--- config.mk ---
export PLATFORM = sky130hd
export DESIGN_NAME = alu_instruction_decoder_flat
export DESIGN_NICKNAME = d
export VERILOG_FILES = /design/src/rtl/alu_pkg.sv /design/src/rtl/alu_instruction_decoder_if.sv /design/src/rtl/alu_operand_select.sv /design/src/rtl/alu_instruction_decoder.sv /design/src/flat_wrapper.sv
export SDC_FILE = /design/constraint.sdc
export NUM_CORES = 1
export LEC_CHECK = 0
export ABC_AREA = 0
export CORE_MARGIN = 5
export CORE_UTILIZATION = 21
export CTS_CLUSTER_SIZE = 24
export DETAILED_ROUTE_END_ITERATION = 6
export PLACE_DENSITY = 0.79
export SLEW_MARGIN = 20
export SYNTH_ARGS = -nofsm -noshare
export SYNTH_HDL_FRONTEND = slang
export SYNTH_SLANG_ARGS = --single-unit
--- constraint.sdc ---
create_clock -name clk -period 0.9 [get_ports clk]
set_clock_uncertainty 0.05 [all_clocks]
set_input_delay 0.09 -clock clk [delete_from_list [all_inputs] [get_ports clk]]
set_output_delay 0.09 -clock clk [all_outputs]
set_load 0.02 [all_outputs]
--- src/rtl/alu_pkg.sv ---
// Shared ALU decode definitions: instruction field positions, alu_write
// encodings, ALU opcode constants and the decoded-instruction bundle.
package alu_pkg;
  // Instruction field positions
  localparam int CLS_HI   = 31;  // [31:30] instruction class, 2'b00 = ALU
  localparam int CLS_LO   = 30;
  localparam int COND_B   = 29;
  localparam int CONSTC_B = 28;
  localparam int OP_HI    = 27;
  localparam int OP_LO    = 25;
  localparam int FORM_B   = 24;
  localparam int VEC_HI   = 23;
  localparam int VEC_LO   = 22;
  localparam int LSEL_HI  = 23;
  localparam int LSEL_LO  = 20;
  localparam int CMP_HI   = 22;
  localparam int CMP_LO   = 20;
  localparam int CFG_HI   = 19;
  localparam int CFG_LO   = 16;
  localparam int IMM_HI   = 15;
  localparam int IMM_LO   = 0;

  // alu_write encodings {Y2,Y1}
  localparam logic [1:0] WR_NONE = 2'b00;
  localparam logic [1:0] WR_Y1   = 2'b01;
  localparam logic [1:0] WR_BOTH = 2'b11;

  localparam logic [1:0] CLS_ALU = 2'b00;

  // ALU opcode constants
  typedef enum logic [2:0] {
    ALU_OP_ADD   = 3'b000,
    ALU_OP_SUB   = 3'b001,
    ALU_OP_LOGIC = 3'b010,
    ALU_OP_SHIFT = 3'b011,
    ALU_OP_MUL   = 3'b100,
    ALU_OP_MIN   = 3'b101,
    ALU_OP_MAX   = 3'b110,
    ALU_OP_COPY  = 3'b111
  } alu_op_e;

  typedef struct packed {
    logic        invalid;
    logic        cond;
    logic        const_c;
    logic [2:0]  op;
    logic        form;
    logic [1:0]  vec;
    logic [3:0]  lsel;
    logic [3:0]  cfg;
    logic [2:0]  cmp;
    logic [15:0] imm;
    logic [1:0]  write;
    logic [3:0]  a, b, c, d, y1, y2;
  } alu_dec_t;
endpackage

--- src/rtl/alu_instruction_decoder_if.sv ---
// Decoder bus: instruction word in, decoded ALU control fields out.
// master drives the instruction and samples the fields; slave is the decoder.
interface alu_instruction_decoder_if #(parameter int DATA_WIDTH = 32);
  logic [31:0]           instruction;
  logic                  invalid_instruction;
  logic                  invalid_seen;
  logic [2:0]            alu_op;
  logic [1:0]            alu_vec_perci;
  logic                  alu_form;
  logic [3:0]            alu_config;
  logic                  const_c;
  logic [DATA_WIDTH-1:0] constant;
  logic [1:0]            alu_write;
  logic [3:0]            alu_a_select, alu_b_select, alu_c_select, alu_d_select;
  logic [3:0]            alu_Y1_select, alu_Y2_select;
  logic [3:0]            logic_select;
  logic                  condition;
  logic [2:0]            compare_op;

  modport master (
    output instruction,
    input  invalid_instruction, invalid_seen, alu_op, alu_vec_perci, alu_form,
           alu_config, const_c, constant, alu_write, alu_a_select, alu_b_select,
           alu_c_select, alu_d_select, alu_Y1_select, alu_Y2_select,
           logic_select, condition, compare_op
  );
  modport slave (
    input  instruction,
    output invalid_instruction, invalid_seen, alu_op, alu_vec_perci, alu_form,
           alu_config, const_c, constant, alu_write, alu_a_select, alu_b_select,
           alu_c_select, alu_d_select, alu_Y1_select, alu_Y2_select,
           logic_select, condition, compare_op
  );
endinterface

--- src/rtl/alu_operand_select.sv ---
// Operand/destination register selects and write enables.
// Ports: instruction (in), a/b/c/d/y1/y2 selects (out), write enables (out).
// Register form: four 4-bit register fields, both destinations written.
// Constant form: a from the config field, b from [11:8], only Y1 written.
module alu_operand_select
  import alu_pkg::*;
(
  input  logic [31:0] instruction,
  output logic [3:0]  a, b, c, d, y1, y2,
  output logic [1:0]  write
);
  always_comb begin
    if (instruction[CONSTC_B]) begin
      a     = instruction[19:16];
      b     = instruction[11:8];
      c     = 4'h0;
      d     = 4'h0;
      write = WR_Y1;
    end else begin
      a     = instruction[15:12];
      b     = instruction[11:8];
      c     = instruction[7:4];
      d     = instruction[3:0];
      write = WR_BOTH;
    end
  end

  assign y1 = a;
  assign y2 = b;
endmodule

--- src/rtl/alu_instruction_decoder.sv ---
// ALU instruction decoder.
// Ports: clk, rst_n (async active-low), dec (slave side of the decoder bus:
// instruction in, decoded ALU control fields and sticky invalid_seen out).
// Macro ALU_DECODE_REG_EN: when defined, every decode output is registered
// (one-cycle latency, reset to 0); otherwise decode is purely combinational.
module alu_instruction_decoder
  import alu_pkg::*;
#(
  parameter int DATA_WIDTH = 32
) (
  input  logic                      clk,
  input  logic                      rst_n,
  alu_instruction_decoder_if.slave  dec
);
  alu_dec_t d_c, d_q;
  logic [1:0] sel_write;
  logic       seen_q;

  alu_operand_select u_opsel (
    .instruction (dec.instruction),
    .a (d_c.a), .b (d_c.b), .c (d_c.c), .d (d_c.d),
    .y1 (d_c.y1), .y2 (d_c.y2),
    .write (sel_write)
  );

  always_comb begin
    d_c.invalid = dec.instruction[CLS_HI:CLS_LO] != CLS_ALU;
    d_c.cond    = dec.instruction[COND_B];
    d_c.const_c = dec.instruction[CONSTC_B];
    d_c.op      = dec.instruction[OP_HI:OP_LO];
    d_c.form    = dec.instruction[FORM_B];
    d_c.vec     = dec.instruction[VEC_HI:VEC_LO];
    d_c.lsel    = dec.instruction[LSEL_HI:LSEL_LO];
    d_c.cfg     = dec.instruction[CFG_HI:CFG_LO];
    d_c.cmp     = d_c.cond ? dec.instruction[CMP_HI:CMP_LO] : 3'b000;
    d_c.imm     = dec.instruction[IMM_HI:IMM_LO];
    // Non-ALU words still decode, but must never write back.
    d_c.write   = d_c.invalid ? WR_NONE : sel_write;
  end

`ifdef ALU_DECODE_REG_EN
  always_ff @(posedge clk or negedge rst_n)
    if (!rst_n) d_q <= '0;
    else        d_q <= d_c;
`else
  assign d_q = d_c;
`endif

  // Sticky flag follows the visible invalid output, so in registered
  // mode it sets one cycle after the invalid word was presented.
  always_ff @(posedge clk or negedge rst_n)
    if (!rst_n)         seen_q <= 1'b0;
    else if (d_q.invalid) seen_q <= 1'b1;

  assign dec.invalid_instruction = d_q.invalid;
  assign dec.invalid_seen        = seen_q;
  assign dec.alu_op              = d_q.op;
  assign dec.alu_vec_perci       = d_q.vec;
  assign dec.alu_form            = d_q.form;
  assign dec.alu_config          = d_q.cfg;
  assign dec.const_c             = d_q.const_c;
  assign dec.constant            = DATA_WIDTH'(d_q.imm);
  assign dec.alu_write           = d_q.write;
  assign dec.alu_a_select        = d_q.a;
  assign dec.alu_b_select        = d_q.b;
  assign dec.alu_c_select        = d_q.c;
  assign dec.alu_d_select        = d_q.d;
  assign dec.alu_Y1_select       = d_q.y1;
  assign dec.alu_Y2_select       = d_q.y2;
  assign dec.logic_select        = d_q.lsel;
  assign dec.condition           = d_q.cond;
  assign dec.compare_op          = d_q.cmp;
endmodule

--- src/flat_wrapper.sv ---
// flat-port wrapper written by rule: the top's interface ports become plain ports
module alu_instruction_decoder_flat import alu_pkg::*;
#(
  parameter int DATA_WIDTH = 32
)
  (clk, rst_n, dec_instruction, dec_invalid_instruction, dec_invalid_seen, dec_alu_op, dec_alu_vec_perci, dec_alu_form, dec_alu_config, dec_const_c, dec_constant, dec_alu_write, dec_alu_a_select, dec_alu_b_select, dec_alu_c_select, dec_alu_d_select, dec_alu_Y1_select, dec_alu_Y2_select, dec_logic_select, dec_condition, dec_compare_op);
  alu_instruction_decoder_if #(.DATA_WIDTH(DATA_WIDTH)) dec_i ();
  input  logic clk;
  input  logic rst_n;
  input wire logic [$bits(dec_i.instruction)-1:0] dec_instruction;
  output wire logic [$bits(dec_i.invalid_instruction)-1:0] dec_invalid_instruction;
  output wire logic [$bits(dec_i.invalid_seen)-1:0] dec_invalid_seen;
  output wire logic [$bits(dec_i.alu_op)-1:0] dec_alu_op;
  output wire logic [$bits(dec_i.alu_vec_perci)-1:0] dec_alu_vec_perci;
  output wire logic [$bits(dec_i.alu_form)-1:0] dec_alu_form;
  output wire logic [$bits(dec_i.alu_config)-1:0] dec_alu_config;
  output wire logic [$bits(dec_i.const_c)-1:0] dec_const_c;
  output wire logic [$bits(dec_i.constant)-1:0] dec_constant;
  output wire logic [$bits(dec_i.alu_write)-1:0] dec_alu_write;
  output wire logic [$bits(dec_i.alu_a_select)-1:0] dec_alu_a_select;
  output wire logic [$bits(dec_i.alu_b_select)-1:0] dec_alu_b_select;
  output wire logic [$bits(dec_i.alu_c_select)-1:0] dec_alu_c_select;
  output wire logic [$bits(dec_i.alu_d_select)-1:0] dec_alu_d_select;
  output wire logic [$bits(dec_i.alu_Y1_select)-1:0] dec_alu_Y1_select;
  output wire logic [$bits(dec_i.alu_Y2_select)-1:0] dec_alu_Y2_select;
  output wire logic [$bits(dec_i.logic_select)-1:0] dec_logic_select;
  output wire logic [$bits(dec_i.condition)-1:0] dec_condition;
  output wire logic [$bits(dec_i.compare_op)-1:0] dec_compare_op;
  assign dec_i.instruction = dec_instruction;
  assign dec_invalid_instruction = dec_i.invalid_instruction;
  assign dec_invalid_seen = dec_i.invalid_seen;
  assign dec_alu_op = dec_i.alu_op;
  assign dec_alu_vec_perci = dec_i.alu_vec_perci;
  assign dec_alu_form = dec_i.alu_form;
  assign dec_alu_config = dec_i.alu_config;
  assign dec_const_c = dec_i.const_c;
  assign dec_constant = dec_i.constant;
  assign dec_alu_write = dec_i.alu_write;
  assign dec_alu_a_select = dec_i.alu_a_select;
  assign dec_alu_b_select = dec_i.alu_b_select;
  assign dec_alu_c_select = dec_i.alu_c_select;
  assign dec_alu_d_select = dec_i.alu_d_select;
  assign dec_alu_Y1_select = dec_i.alu_Y1_select;
  assign dec_alu_Y2_select = dec_i.alu_Y2_select;
  assign dec_logic_select = dec_i.logic_select;
  assign dec_condition = dec_i.condition;
  assign dec_compare_op = dec_i.compare_op;
  alu_instruction_decoder #(.DATA_WIDTH(DATA_WIDTH)) u_core (.clk(clk), .rst_n(rst_n), .dec(dec_i));
endmodule
Word level (Yosys, flattened, before mapping)

Index checks and enable logic that the tools add are counted.

Mux-type cells: 6
Reduce and logical (&&, ||, !) cells: 1

Operators by type and width:

| operator           | number |
|---|---|
| 4-bit two-way mux  | 3 |
| 2-bit two-way mux  | 2 |
| 3-bit two-way mux  | 1 |
| 2-bit nonzero test | 1 |

Bits in registers: 1
Output and inout bits: 79

Logic depth before layout (Yosys ltp)

Depth in word-level cells: 2
Mapped depth: 3
Mapped depth without buffers: 1

Cells and area by module

Synthesis repeated with hierarchy kept, for this count alone.

Cells, all modules: 85
Area, all modules: 650.6 um^2

By module, submodules not included:

| module                  | times used | cells each | area each (um^2) | sequential area each (um^2) |
|---|---|---|---|---|
| alu_instruction_decoder | 1          | 57         | 435.4            | 25.0 |
| alu_operand_select      | 1          | 28         | 215.2            | 0.0 |

Worst setup path before layout

OpenSTA, ideal clock, no wires.

Kind: register to register
Start: reg, netlist name u_core.dec.invalid_seen
End: reg u_core.seen_q, in the netlist u_core.dec.invalid_seen
Setup time: 0.132 ns
Arrival time: 0.737 ns
Required time: 0.718 ns
Setup slack: -0.018 ns
Cell stages (with the launch flop): 2
Cell sequence: dfrtp_1 or3_1

RTL lines:

| item                 | line                          | RTL |
|---|---|---|
| end signal, assigned | alu_instruction_decoder.sv:52 | `if (!rst_n) seen_q <= 1'b0;` |
| end signal, assigned | alu_instruction_decoder.sv:53 | `else if (d_q.invalid) seen_q <= 1'b1;` |
| end, declared        | alu_instruction_decoder.sv:17 | `logic seen_q;` |

Worst setup path after layout

Start: in dec_instruction[12]
End: out dec_alu_a_select[0]

Cells in the longest elaborated chain, start to end: 1

RTL lines:

| item              | line                     | RTL |
|---|---|---|
| start, declared   | flat_wrapper.sv:10       | `input wire logic [$bits(dec_i.instruction)-1:0] dec_instruction;` |
| 4-bit two-way mux | alu_operand_select.sv:13 | `if (instruction[CONSTC_B]) begin` |
| end, declared     | flat_wrapper.sv:20       | `output wire logic [$bits(dec_i.alu_a_select)-1:0] dec_alu_a_select;` |

No other way between the ends.

==> reports/qor.log <==
INFO  final_layout   largest_register_ff_count=1
INFO  hold_path      hold_path.startpoint=dec_instruction[25]
INFO  critical_path  cp-end-kind=output pin
INFO  detailed_routing total_detailed_routing_wirelength=1750um
INFO  synth          postSynth.asyncResetShare=100%
INFO  floorplan      die_height=64.7um
INFO  power          power-per-cell-area=642nW/um^2
INFO  power          power.static_leakage=0.511nW
INFO  critical_path  worstPathCellList=dlygate4sd2_1 > mux2_4 > buf_6
INFO  power          finalPower=0.614mW
INFO  detailed_routing firstDrtPassIters=2
INFO  synth          ys_seq_area_share=3.98%
INFO  hold_path      min_path_cells=0
INFO  synth          synth.ff_latch_count=1
INFO  placement      detailedPlacementHpwl=1540um
INFO  global_routing grt_max_degree=7
INFO  synth          synth_area_leader_cell=sky130_fd_sc_hd__buf_4
INFO  synth          netlist_top_cells_count=60 x sky130_fd_sc_hd__buf_4, 8 x sky130_fd_sc_hd__nor2b_1, 3 x sky130_fd_sc_hd__and2_1, 3 x sky130_fd_sc_hd__mux2_2
INFO  synth          synth-edff-count=0
INFO  global_routing global_route_wire_length_before_repair=2310um
INFO  timing         layout_worst_path_cycle_share=99.0%
INFO  synth          synthesis.yosys.warnings=0
INFO  synth          most_used_flip_flop_cell_after_synthesis=sky130_fd_sc_hd__dfrtp_1
INFO  placement      number_of_buffers_added_on_ports=69
INFO  final_layout   final_nets=144
INFO  critical_path  setup.worst_path.class=in -> out
INFO  floorplan      core_area=2810um^2
INFO  synth          synth.distinct_cells=12
INFO  floorplan      dieWidth=64.7um
INFO  power          internal_power=0.303mW
INFO  critical_path  worstReg2RegStart=u_core.dec.invalid_seen
INFO  placement      globalplace.congestion=0.633
INFO  global_routing grt_pass1_vias=461
INFO  final_layout   diodes=0
INFO  detailed_routing route.vias.total=484
INFO  critical_path  worstPathArrival=0.75ns
INFO  floorplan      initial_core_util=22.4%
INFO  timing         timing.final.crit_period=0.891ns
INFO  timing         maxSlewViolCount=0
INFO  synth          synth.top_cell.area_share=71.6%
INFO  timing         final-setup-viol-count=0
INFO  critical_path  flop2flop_setup_slack=0.07ns
INFO  detailed_routing drt.antenna.violating_nets=0
INFO  clocking       cts_post_setup_buffers_inserted=0
INFO  critical_path  reg2reg_depth=1
INFO  global_routing antenna_found_initial=0
INFO  floorplan      boundaryPins=113
INFO  power          p_sw_share=50.7%
INFO  final_layout   final_cell_count_no_fill=139
INFO  outcome        status=complete, no violations
INFO  power          combinationalPowerShare=92.5%
INFO  synth          synthTopCellsByArea=sky130_fd_sc_hd__buf_4 72%, sky130_fd_sc_hd__nor2b_1 8.0%, sky130_fd_sc_hd__mux2_2 5.4%
INFO  final_layout   share_of_cells_above_drive_strength_1=32.4%
INFO  timing         hold_viol=0
INFO  clocking       cts_hold_repair.buffers=0
INFO  critical_path  crit_path_required_time=0.76ns
INFO  final_layout   final_area=956um^2
INFO  final_layout   areaGrowthSynthToFinish=51.9%
INFO  floorplan      die-area=4190um^2
INFO  hold_path      min_delay_worst_endpoint=dec_alu_op[0]
INFO  clocking       insertion_delay=0ns
INFO  power          worst_ir_drop_vdd=0.205mV
INFO  timing         setup_repair_after_global_routing_missed_its_margin=false
INFO  synth          synthesis.instances=82
INFO  placement      placed_cell_area=976um^2
INFO  critical_path  regToRegEndpoint=u_core.dec.invalid_seen
INFO  placement      place_inst=139
INFO  synth          post-synth-top-count-cell=sky130_fd_sc_hd__buf_4
INFO  timing         final.hold.worst_slack=0.130ns
INFO  critical_path  slowest_stage_cell_cp=sky130_fd_sc_hd__mux2_4
INFO  timing         achievable-frequency=1120MHz
INFO  detailed_routing route.detailed.wl_per_inst=12.6um
INFO  job            timing.max_cap.violations=0
INFO  detailed_routing drc=0
INFO  detailed_routing route.detailed.vias_per_inst=3.48
INFO  power          portion_of_total_power_attributed_to_the_clock_network=0%
INFO  critical_path  timing.critical_path.fanout_max=2
INFO  critical_path  critical_path.top_delay_family=buffers and inverters
INFO  global_routing groute.usage.overall=6.67%
INFO  power          sequentialPowerShare=7.5%
INFO  power          power_switching=0.311mW
INFO  final_layout   layout.core_utilization=34.1%
INFO  global_routing grt_remaining_overflow=0
INFO  critical_path  cp_slowest_stage_delay=0.28ns
INFO  detailed_routing drt_first_iter_violations=3
INFO  floorplan      std_cell_rows=19
INFO  hold_path      worst_hold_path_type=in -> out
INFO  critical_path  crit_path_start_kind=input pin
INFO  synth          synth_area_per_cell=7.68um^2
INFO  critical_path  cp.buffers_inverters=2
INFO  synth          post_syn_area=629um^2
[routing by layer]
metal  global-route usage, %  up-vias  share of wire (%)  routed length (um)
met3                    1.90        0                 18                 320
met2                    15.5       45                 55                 962
met5                       0        -                  0                   0
met1                    5.49      208                 27                 464
met4                   0.264        0                  0                   0
li1                        -      231                  -                   -
[timing repair]
item | in CTS | in global routing
setup endpoints to repair | 46 | 9
cloned | 1 | 0
pin swaps | 1 | 0
gates resized for setup | 186 | 5
[placed cells by master (no fill, tap or decap), drive strengths merged]
| master | netlist | final |
|---|---|---|
| and2 | 3 | 3 |
| buf | 61 | 25 |
| clkdlybuf4s15 | 0 | 10 |
| clkdlybuf4s50 | 0 | 1 |
| conb | 1 | 16 |
| dfrtp | 1 | 1 |
| dlygate4sd2 | 0 | 36 |
| mux2 | 4 | 4 |
| nor2 | 1 | 1 |
| nor2b | 8 | 8 |
| nor3 | 1 | 1 |
| or2 | 1 | 1 |
| or3 | 1 | 1 |
[metrics by stage]
step	TNS (ns)	setup slack, ns
2_1_floorplan	-0.0182	-0.0182
5_1_grt	0	0.00201
3_3_place_gp	-25.72	-0.848
3_5_place_dp	-26.27	-0.860
6_report	0	0.00858
4_1_cts	-0.0541	-0.0184
[power by group through the flow]
| stage | Clock [mW] | Combinational [mW] | Sequential (mW) |
|---|---|---|---|
| floorplan | 0 | 0.524 | 0.0458 |
| CTS | 0 | 0.579 | 0.0458 |
| finish | 0 | 0.568 | 0.0458 |
| detailed placement | 0 | 0.614 | 0.0458 |
| global placement | 0 | 0.607 | 0.0458 |
| global route | 0 | 0.600 | 0.0458 |
[worst max path at each step]
stage | start | to | slack [ns] | cells past startpoint
final | dec_instruction[12] | dec_alu_a_select[0] | 0.009 | 3
after global routing | dec_instruction[12] | dec_alu_a_select[0] | 0.002 | 3
after CTS | dec_instruction[28] | dec_alu_a_select[2] | -0.02 | 4
after detailed placement | dec_instruction[28] | dec_alu_Y1_select[3] | -0.86 | 4
after global placement | dec_instruction[28] | dec_alu_Y1_select[1] | -0.85 | 4
after floorplan | u_core.dec.invalid_seen | u_core.dec.invalid_seen | -0.02 | 1
[logic make-up after synthesis]
group / after synthesis / synth area share, %
flops: 1 / 3.98
other cells: 1 / 0.596
mux: 4 / 7.75
simple gates: 15 / 14.3
buf+inv: 61 / 73.4
[final cells by class]
class	count	area (um^2)
multi-input cells	35	225
flip-flops and latches	1	25.0
fillers	305	1850
repair buffers	72	667
well taps	31	38.8
No activity file was read; power rests on OpenSTA's default activity.
